[src/rtl/mem_stream_reader_if.sv]
// Command, RAM read and FIFO write bundle for the memory stream reader.
// master = the reader engine, slave = the surrounding system (RAM, FIFO, controller).
interface mem_stream_reader_if #(
  parameter int DATA_WIDTH = 32,
  parameter int ADDR_WIDTH = 16,
  parameter int LEN_WIDTH  = 16
);
  logic                  cmdValidIn;
  logic                  cmdReadyOut;
  logic [ADDR_WIDTH-1:0] cmdAddrIn;
  logic [LEN_WIDTH-1:0]  cmdLenIn;
  logic                  memRdEnOut;
  logic [ADDR_WIDTH-1:0] memRdAddrOut;
  logic [DATA_WIDTH-1:0] memRdDataIn;
  logic [DATA_WIDTH-1:0] wrDataOut;
  logic                  wrValidOut;
  logic                  wrReadyIn;
  logic                  busyOut;
  logic                  doneOut;

  modport master (
    input  cmdValidIn, cmdAddrIn, cmdLenIn, memRdDataIn, wrReadyIn,
    output cmdReadyOut, memRdEnOut, memRdAddrOut, wrDataOut, wrValidOut,
           busyOut, doneOut
  );

  modport slave (
    output cmdValidIn, cmdAddrIn, cmdLenIn, memRdDataIn, wrReadyIn,
    input  cmdReadyOut, memRdEnOut, memRdAddrOut, wrDataOut, wrValidOut,
           busyOut, doneOut
  );
endinterface

[src/rtl/mem_stream_reader.sv]
// Block-read engine: issues one RAM read per cycle over a word range and
// forwards returned words as posted writes into the stream FIFO.
module mem_stream_reader #(
  parameter int DATA_WIDTH  = 32,
  parameter int ADDR_WIDTH  = 16,
  parameter int LEN_WIDTH   = 16,
  parameter int MEM_LATENCY = 2
) (
  input  logic clkIn,
  input  logic rstNIn,
  mem_stream_reader_if.master bus
);

  typedef enum logic [1:0] {IDLE, ISSUE, DRAIN} state_t;

  // All in-flight stages except the oldest, which leaves the pipe this cycle.
  localparam logic [MEM_LATENCY-1:0] INNER_MASK = {MEM_LATENCY{1'b1}} >> 1;

  state_t                 state;
  state_t                 stateNext;
  logic [ADDR_WIDTH-1:0]  addrR;
  logic [LEN_WIDTH-1:0]   remR;
  logic [MEM_LATENCY-1:0] vldP;
  logic                   doneR;
  logic                   accept;
  logic                   issue;
  logic                   drained;

  assign accept  = (state == IDLE) && bus.cmdValidIn;
  assign issue   = (state == ISSUE) && bus.wrReadyIn;
  assign drained = (vldP & INNER_MASK) == '0;

  always_ff @(posedge clkIn) begin
    if (!rstNIn) state <= IDLE;
    else         state <= stateNext;
  end

  always_comb begin
    stateNext = state;
    case (state)
      IDLE:    if (accept && (bus.cmdLenIn != '0)) stateNext = ISSUE;
      ISSUE:   if (issue && (remR == LEN_WIDTH'(1))) stateNext = DRAIN;
      DRAIN:   if (drained) stateNext = IDLE;
      default: stateNext = IDLE;
    endcase
  end

  always_comb begin
    bus.cmdReadyOut  = (state == IDLE);
    bus.busyOut      = (state != IDLE);
    bus.memRdEnOut   = issue;
    bus.memRdAddrOut = addrR;
    bus.wrValidOut   = vldP[MEM_LATENCY-1];
    bus.wrDataOut    = bus.memRdDataIn;
    bus.doneOut      = doneR;
  end

  // Issue stage -> in-flight valid pipe (stage 0 newest), plus range counters.
  // doneR is registered on the cycle the pipe empties so that done coincides
  // with the return to IDLE.
  always_ff @(posedge clkIn) begin
    if (!rstNIn) begin
      vldP  <= '0;
      doneR <= 1'b0;
      addrR <= '0;
      remR  <= '0;
    end else begin
      vldP  <= MEM_LATENCY'({vldP, issue});
      doneR <= (accept && (bus.cmdLenIn == '0)) || ((state == DRAIN) && drained);
      if (accept) begin
        addrR <= bus.cmdAddrIn;
        remR  <= bus.cmdLenIn;
      end else if (issue) begin
        addrR <= addrR + ADDR_WIDTH'(1);
        remR  <= remR - LEN_WIDTH'(1);
      end
    end
  end

endmodule

[src/flat_wrapper.sv]
// flat-port wrapper written by rule: the top's interface ports become plain ports
module mem_stream_reader_flat 
#(
  parameter int DATA_WIDTH  = 32,
  parameter int ADDR_WIDTH  = 16,
  parameter int LEN_WIDTH   = 16,
  parameter int MEM_LATENCY = 2
)
  (clkIn, rstNIn, bus_cmdValidIn, bus_cmdAddrIn, bus_cmdLenIn, bus_memRdDataIn, bus_wrReadyIn, bus_cmdReadyOut, bus_memRdEnOut, bus_memRdAddrOut, bus_wrDataOut, bus_wrValidOut, bus_busyOut, bus_doneOut);
  mem_stream_reader_if #(.DATA_WIDTH(DATA_WIDTH), .ADDR_WIDTH(ADDR_WIDTH), .LEN_WIDTH(LEN_WIDTH)) bus_i ();
  input  logic clkIn;
  input  logic rstNIn;
  input wire logic [$bits(bus_i.cmdValidIn)-1:0] bus_cmdValidIn;
  input wire logic [$bits(bus_i.cmdAddrIn)-1:0] bus_cmdAddrIn;
  input wire logic [$bits(bus_i.cmdLenIn)-1:0] bus_cmdLenIn;
  input wire logic [$bits(bus_i.memRdDataIn)-1:0] bus_memRdDataIn;
  input wire logic [$bits(bus_i.wrReadyIn)-1:0] bus_wrReadyIn;
  output wire logic [$bits(bus_i.cmdReadyOut)-1:0] bus_cmdReadyOut;
  output wire logic [$bits(bus_i.memRdEnOut)-1:0] bus_memRdEnOut;
  output wire logic [$bits(bus_i.memRdAddrOut)-1:0] bus_memRdAddrOut;
  output wire logic [$bits(bus_i.wrDataOut)-1:0] bus_wrDataOut;
  output wire logic [$bits(bus_i.wrValidOut)-1:0] bus_wrValidOut;
  output wire logic [$bits(bus_i.busyOut)-1:0] bus_busyOut;
  output wire logic [$bits(bus_i.doneOut)-1:0] bus_doneOut;
  assign bus_i.cmdValidIn = bus_cmdValidIn;
  assign bus_i.cmdAddrIn = bus_cmdAddrIn;
  assign bus_i.cmdLenIn = bus_cmdLenIn;
  assign bus_i.memRdDataIn = bus_memRdDataIn;
  assign bus_i.wrReadyIn = bus_wrReadyIn;
  assign bus_cmdReadyOut = bus_i.cmdReadyOut;
  assign bus_memRdEnOut = bus_i.memRdEnOut;
  assign bus_memRdAddrOut = bus_i.memRdAddrOut;
  assign bus_wrDataOut = bus_i.wrDataOut;
  assign bus_wrValidOut = bus_i.wrValidOut;
  assign bus_busyOut = bus_i.busyOut;
  assign bus_doneOut = bus_i.doneOut;
  mem_stream_reader #(.DATA_WIDTH(DATA_WIDTH), .ADDR_WIDTH(ADDR_WIDTH), .LEN_WIDTH(LEN_WIDTH), .MEM_LATENCY(MEM_LATENCY)) u_core (.clkIn(clkIn), .rstNIn(rstNIn), .bus(bus_i));
endmodule
[config.mk]
export PLATFORM = sky130hd
export DESIGN_NAME = mem_stream_reader_flat
export DESIGN_NICKNAME = d
export VERILOG_FILES = /design/src/rtl/mem_stream_reader_if.sv /design/src/rtl/mem_stream_reader.sv /design/src/flat_wrapper.sv
export SDC_FILE = /design/constraint.sdc
export NUM_CORES = 1
export LEC_CHECK = 0
export BUFFER_PORTS_ARGS = -buffer_cell sky130_fd_sc_hd__clkbuf_2
export CORE_MARGIN = 2
export CORE_UTILIZATION = 42
export CTS_BUF_LIST = sky130_fd_sc_hd__clkbuf_4 sky130_fd_sc_hd__clkbuf_8
export CTS_CLUSTER_DIAMETER = 150
export DETAILED_ROUTE_END_ITERATION = 8
export PLACE_DENSITY_LB_ADDON = 0.2
export SYNTH_ARGS = -nofsm -noshare
export SYNTH_HDL_FRONTEND = slang
export SYNTH_SLANG_ARGS = --single-unit
[constraint.sdc]
create_clock -name clkIn -period 1.8 [get_ports clkIn]
set_input_delay 0.09 -clock clkIn [delete_from_list [all_inputs] [get_ports clkIn]]
set_output_delay 0.09 -clock clkIn [all_outputs]
set_load 0.005 [all_outputs]
==> results of run 1 <==
==> metal layers <==
layer | global-route usage | vias up | part of all wire | wire length, microns
met5 | 0 | - | 0 | 0
met4 | 0.07544 | 0 | 0.013 | 82
met3 | 0.03023 | 10 | 0.060 | 382
met2 | 0.3336 | 91 | 0.44 | 2818
met1 | 0.3024 | 1138 | 0.49 | 3124
li1 | - | 1187 | - | -
==> cell type report <==
| class | count | area [sq um] | share of cell area |
|---|---|---|---|
| Clock buffer | 6 | 76.32 | 0.02668 |
| Clock inverter | 2 | 10.01 | 0.003500 |
| Tap cell | 70 | 87.58 | 0.03062 |
| Timing Repair Buffer | 99 | 603.1 | 0.2108 |
| Sequential cell | 37 | 745.7 | 0.2607 |
| Inverter | 10 | 37.54 | 0.01312 |
| Multi-Input combinational cell | 201 | 1300 | 0.4545 |
==> sequential cells by signal, indices dropped and copies added, names as in the netlist <==
| register | cells |
|---|---|
| u_core.remR | 16 |
| u_core.bus.doneOut | 1 |
| u_core.state | 2 |
| u_core.vldP | 2 |
| u_core.bus.memRdAddrOut | 16 |
==> through the flow <==
step | hold WS, ps | instance area, sq um | std cells | setup slack, ps | setup TNS [ps]
final | 53.64 | 2860 | 425 | 17.04 | 0
after global routing | 51.62 | 2860 | 425 | -66.15 | -75.00
after CTS | 39.18 | 2798 | 425 | 1.011 | 0
after detailed placement | 180.0 | 2694 | 417 | -90.02 | -374.3
after global placement | 180.0 | 2694 | 417 | -1.273 | -1.273
after floorplan | 240.4 | 2312 | 296 | -54.85 | -88.95
==> cell families after synthesis <==
kind of cell,after synthesis,share of synthesized area
muxes,2,0.008715
buffers and inverters,58,0.1481
AOI/OAI and AO/OA,81,0.2260
and+or+nand+nor,110,0.2593
DFF,37,0.3224
xor gates and xnor gates,5,0.01906
adders and majority gates,3,0.01634
==> power by group through the flow <==
stage	clock network (W)	logic (W)	registers (W)
2_1_floorplan	0	0.000415	0.000986
3_3_place_gp	0	0.000663	0.000970
3_5_place_dp	0	0.000672	0.000970
4_1_cts	0.000610	0.000684	0.000953
5_1_grt	0.000656	0.000794	0.000975
6_report	0.000594	0.000714	0.000963
==> worst reg2reg max path: cells and delay by family (launching register included) <==
| family | cells | cell delay, ps |
|---|---|---|
| AO/OA/AOI/OAI | 1 | 130 |
| AND/OR/NAND/NOR | 3 | 1280 |
| flip-flops | 1 | 320 |
==> final timing paths <==
kind / from / to / slack [ps] / depth (start not counted)
setup / recovery: u_core.remR[8] / u_core.remR[11] / 20 / 4
hold / removal: bus_cmdLenIn[7] / u_core.remR[7] / 50 / 3
hold reg to reg: u_core.vldP[0] / u_core.vldP[1] / 490 / 1
setup reg to reg: u_core.remR[8] / u_core.remR[11] / 20 / 4
==> placed cells by master, fill, tap and decap left out, types with 2 or more instances in the layout <==
cell type / instances
a31oi_1: 11
a221oi_1: 3
o21ai_0: 15
a21oi_1: 24
a32oi_1: 4
clkinv_2: 2
buf_4: 43
dfxtp_1: 33
or3_1: 4
or3_4: 2
nor4_2: 3
o21a_1: 2
mux2i_1: 2
dfxtp_2: 4
nor2_1: 26
nor3_2: 2
nand2_1: 13
or4_1: 3
inv_1: 10
ha_1: 2
nor4_1: 13
xnor2_1: 4
o211ai_1: 2
clkbuf_2: 56
clkbuf_8: 5
a22oi_1: 9
or4_4: 3
nand3_1: 9
nand3b_1: 3
o311ai_0: 2
nand4_1: 6
and2_1: 5
nor3_1: 6
==> what timing repair did <==
action / 4_1_cts / 5_1_grt
gates cloned: 0 / 0
endpoints found under the setup margin: 10 / 9
pin swaps: 0 / 3
gates resized for setup: 4 / 16
==> results.sh, run 1 <==
export IMPL_power_share_combinational=0.315
export IMPL_fin_skew_ps=6.250
export IMPL_synth_flop_cell="dfxtp_1"
export IMPL_cts_tree="yes"
export IMPL_leakage_nw=1.171
export IMPL_power_total_w=0.002270
export IMPL_crit_arrival_ps=2010
export IMPL_cts_reportedPaths_clkPinSlew_ps=80
export IMPL_via_per_inst=5.708
export IMPL_critPathRequiredTime_ps=2030
export IMPL_synthTopCellsByCount="dfxtp_1, buf_4, nor2_1"
export IMPL_yosysUniqueCellTypes=45
export IMPL_status="finished, final reports clean"
export IMPL_ys_ff_latch=37
export IMPL_port_buffers=56
export IMPL_start_util=0.4413
export IMPL_powerDensity_nw_per_um2=793.8
export IMPL_fmax_mhz=560.9
export IMPL_synth_edf_count=0
export IMPL_clock_sinks=37
export IMPL_cp_slowest_cell="or4_4"
export IMPL_drt_pass1_iterations=4
export IMPL_die_h_microns=77.96
export IMPL_num_fill_cells=520
export IMPL_grt_max_degree=27
export IMPL_io_pins=121
export IMPL_finalWeightedCongestion=0.8425
export IMPL_wl_microns=6408
export IMPL_drc_errors=0
export IMPL_insertedDiodeCount=0
export IMPL_antenna_found_initial=0
export IMPL_core_sq_um=5205
export IMPL_clock_latency_ps=290
export IMPL_crit_path_start_kind="flop"
export IMPL_grtUsageTotal=0.2145
export IMPL_layout_drive_gt1_share=0.3662
export IMPL_path_cells="or4_4 > or3_4 > or4_1 > a31oi_1"
export IMPL_slowest_delay_ps=540
export IMPL_rows=26
export IMPL_setup_viol=0
export IMPL_p_sw_w=0.0007540
export IMPL_overflow=0
export IMPL_hp_class="input port to flop"
export IMPL_p_int_w=0.001516
export IMPL_synth_most_common_cell="dfxtp_1"
export IMPL_cp_top_family="simple AND/OR/NAND/NOR gates"
export IMPL_fin_nets=425
export IMPL_dieArea_sq_um=6077
export IMPL_wire_per_inst_microns=15.08
export IMPL_cap_violations=0
export IMPL_grt_pass1_vias=2187
export IMPL_final_max_slew_viol_count=0
export IMPL_relSlewSlack=0.5780
export IMPL_rsz0062_at_grt="yes"
export IMPL_seqPwrFrac=0.424
export IMPL_cp_end_kind="flop"
export IMPL_synthTopCellsByArea="dfxtp_1, buf_4, a21oi_1"
export IMPL_yosysTopAreaCell="dfxtp_1"
export IMPL_cts_made_buffers=5
export IMPL_dr_first_iter_drc_count=212
export IMPL_power_switching_share=0.3321
export IMPL_hpwl_microns=4540
export IMPL_final_util=0.5495
export IMPL_yosysWarnings=0
export IMPL_synth_cells=296
export IMPL_yosysSeqAreaShare=0.3224
export IMPL_min_period_ps=1783
export IMPL_vias=2426
export IMPL_avgSynthCellArea_sq_um=7.761
export IMPL_path_class="flop to flop"
export IMPL_dieWidth_microns=77.96
export IMPL_yosys_area_top_type_share=0.3224
export IMPL_cts_root_buf="clkbuf_8"
export IMPL_htree_levels=2
export IMPL_hold_viol=0
export IMPL_path_buf_inv=0
export IMPL_synth_async_reset_ratio=0
export IMPL_grt_pass1_wl_microns=10530
export IMPL_cts_setup_buffers=0
export IMPL_syn_to_final_growth_pct=24.51
export IMPL_tightest_slew_ps=632.4
export IMPL_pwr_share_clk=0.262
export IMPL_syn_area_sq_um=2297
export IMPL_clock_tree_buffer_depth=2
export IMPL_finalCritPeriodShare=0.9905
export IMPL_postCtsHoldBufs=0
export IMPL_peakVddDrop_mv=0.3486
export IMPL_synth_nets=367
export IMPL_drtAntennaViolNets=0
export IMPL_worstPathMaxFanout=3
Note: power is estimated with default switching activity, not from simulation.
==> run 2, diff against run 1 <==
--- a/config.mk
+++ b/config.mk
@@ -6,11 +6,14 @@
 export NUM_CORES = 1
 export LEC_CHECK = 0
 export BUFFER_PORTS_ARGS = -buffer_cell sky130_fd_sc_hd__clkbuf_2
+export CELL_PAD_IN_SITES_DETAIL_PLACEMENT = 1
+export CELL_PAD_IN_SITES_GLOBAL_PLACEMENT = 1
 export CORE_MARGIN = 2
-export CORE_UTILIZATION = 42
+export CORE_UTILIZATION = 29
 export CTS_BUF_LIST = sky130_fd_sc_hd__clkbuf_4 sky130_fd_sc_hd__clkbuf_8
 export CTS_CLUSTER_DIAMETER = 150
 export DETAILED_ROUTE_END_ITERATION = 8
+export MAX_ROUTING_LAYER = met4
 export PLACE_DENSITY_LB_ADDON = 0.2
 export SYNTH_ARGS = -nofsm -noshare
 export SYNTH_HDL_FRONTEND = slang
==> run 2 against run 1 <==
- the run now ends with setup timing left
- register-to-register slack got worse by 30 ps
- maximum frequency fell by 1.9%
- clock skew grew 0.95 ps
- via count rose by 1.2%
- first-iteration DRC count decreased by 63%
- non-clock buffer count is 2 lower
- routed wire length is 20% higher
- die area is 42% higher
- count of clock-buffer cells in the layout is 1 higher
- design area is 2.8% higher
- setup slack got worse by 35 ps
- critical endpoint unchanged
- largest power group unchanged
- highest routed layer unchanged
==> results.sh, run 2 (synthesized netlist as in run 1, its figures left out) <==
export IMPL_clock_sinks=37
export IMPL_worstPathMaxFanout=3
export IMPL_via_per_inst=5.393
export IMPL_powerDensity_nw_per_um2=849.1
export IMPL_cap_violations=0
export IMPL_cts_made_buffers=5
export IMPL_wl_met1_microns=3442
export IMPL_worstHoldStart="bus_cmdAddrIn[0]"
export IMPL_post_place_cells=446
export IMPL_drtAntennaViolNets=0
export IMPL_hp_class="input port to flop"
export IMPL_cts_root_buf="clkbuf_8"
export IMPL_critPathRequiredTime_ps=2020
export IMPL_crit_path_start_kind="flop"
export IMPL_die_h_microns=93
export IMPL_dieArea_sq_um=8649
export IMPL_seqPwrFrac=0.387
export IMPL_drt_pass1_iterations=4
export IMPL_holdPathEnd="u_core.bus.memRdAddrOut[0]"
export IMPL_grt_max_degree=22
export IMPL_syn_to_final_growth_pct=28.00
export IMPL_r2r_start="u_core.remR[8]"
export IMPL_path_class="flop to flop"
export IMPL_setup_viol=1
export IMPL_dr_first_iter_drc_count=78
export IMPL_status="complete, but fails checks"
export IMPL_rsz0062_at_grt="yes"
export IMPL_finalCritPeriodShare=1.010
export IMPL_layout_drive_gt1_share=0.3569
export IMPL_hpwl_microns=5692
export IMPL_final_max_slew_viol_count=0
export IMPL_insertedDiodeCount=0
export IMPL_hold_depth=3
export IMPL_r2r_setup_slack_ps=-20
export IMPL_crit_arrival_ps=2040
export IMPL_failed_checks="setup timing"
export IMPL_met3WireLength_microns=399
export IMPL_fin_skew_ps=7.197
export IMPL_pre_cts_ws_ps=-76.22
export IMPL_antenna_found_initial=0
export IMPL_pwr_share_clk=0.309
export IMPL_fin_nets=423
export IMPL_wire_per_inst_microns=16.85
export IMPL_cts_reportedPaths_clkPinSlew_ps=80
export IMPL_postCtsHoldBufs=0
export IMPL_grt_pass1_wl_microns=12790
export IMPL_relSlewSlack=0.6566
export IMPL_p_sw_w=0.0007747
export IMPL_grt_pass1_vias=2567
export IMPL_grtUsageTotal=0.1899
export IMPL_multiInputGateArea_sq_um=1292
export IMPL_peakVddDrop_mv=0.2526
export IMPL_regArea_sq_um=745.7
export IMPL_final_cells=455
export IMPL_r2r_end="u_core.remR[11]"
export IMPL_drc_errors=0
export IMPL_final_cell_mix="clkbuf_2, buf_4, dfxtp_1"
export IMPL_power_switching_share=0.3103
export IMPL_final_util=0.3825
export IMPL_final_common_cell="clkbuf_2"
export IMPL_finalWorstSetupSlack_ps=-17.94
export IMPL_place_area_sq_um=2736
export IMPL_clock_tree_buffer_depth=2
export IMPL_overflow=0
export IMPL_wl_microns=7665
export IMPL_dieWidth_microns=93
export IMPL_port_buffers=56
export IMPL_power_share_combinational=0.304
export IMPL_io_pins=121
export IMPL_htree_levels=2
export IMPL_p_int_w=0.001722
export IMPL_rr_worst_depth=4
export IMPL_fmax_mhz=550.1
export IMPL_fin_area_sq_um=2940
export IMPL_num_fill_cells=991
export IMPL_core_sq_um=7687
export IMPL_rows=32
export IMPL_clock_latency_ps=290
export IMPL_vias=2454
export IMPL_start_util=0.2988
export IMPL_cts_tree="yes"
export IMPL_hold_viol=0
export IMPL_finalWeightedCongestion=0.8048
export IMPL_tightest_slew_ps=510.4
export IMPL_met2_length_microns=3696
export IMPL_crit_start="u_core.remR[8]"
export IMPL_highest_layer="met4"
export IMPL_leakage_nw=1.184
export IMPL_min_period_ps=1818
export IMPL_cp_end_kind="flop"
## run 2: timing repair
| item | in CTS | in global routing |
|---|---|---|
| setup buffers | 0 | 1 |
| gates cloned | 0 | 0 |
| endpoints found under the setup margin | 4 | 6 |
| resized for setup | 6 | 12 |
| pin swaps | 0 | 2 |
| hold endpoints to repair | 0 | 0 |
## run 2: through the flow
step                      hold WS [ps]  TNS [ps]  total power (W)
after global placement           180.0    -20.55         0.001683
after floorplan                  240.4    -88.95         0.001401
after global routing             58.14    -60.90         0.002660
final                            44.98    -17.94         0.002497
after CTS                        39.77    -12.48         0.002501
after detailed placement         180.0    -125.7         0.001693
## run 2: worst max-delay path: stages, from the launching register on
cell     delay [ps]
dfxtp_2         330
or4_4           540
or3_4           340
or4_1           410
a31oi_1         130
## run 2: worst max-delay path by stage
stage	cells after the start	to	slack (ps)
final	4	u_core.remR[11]	-20
after global placement	6	u_core.remR[12]	-20
after CTS	4	u_core.remR[11]	-10
after global routing	4	u_core.remR[11]	-60
after detailed placement	6	u_core.remR[12]	-80
after floorplan	5	u_core.remR[11]	-50
## run 2: power by group through the flow
stage          registers [W]  clock network (W)  logic (W)
6_report            0.000966           0.000772   0.000759
5_1_grt             0.000980           0.000834   0.000847
4_1_cts             0.000959           0.000799   0.000742
3_5_place_dp        0.000975                  0   0.000718
3_3_place_gp        0.000972                  0   0.000710
2_1_floorplan       0.000986                  0   0.000415
## run 2: area by class of cell
class | count | share of cell area
Sequential cell | 37 | 0.2536
Timing Repair Buffer | 97 | 0.2098
Clock buffer | 7 | 0.03064
Tap cell | 102 | 0.04340
Clock inverter | 1 | 0.01021
Inverter | 10 | 0.01277
Multi-Input combinational cell | 201 | 0.4396
## run 2: per-layer routing
layer  vias to the layer above  track usage
li1                       1185            -
met1                      1184       0.2343
met2                        65       0.3152
met3                        20      0.04190
met4                         0      0.05147
met5                         -            -
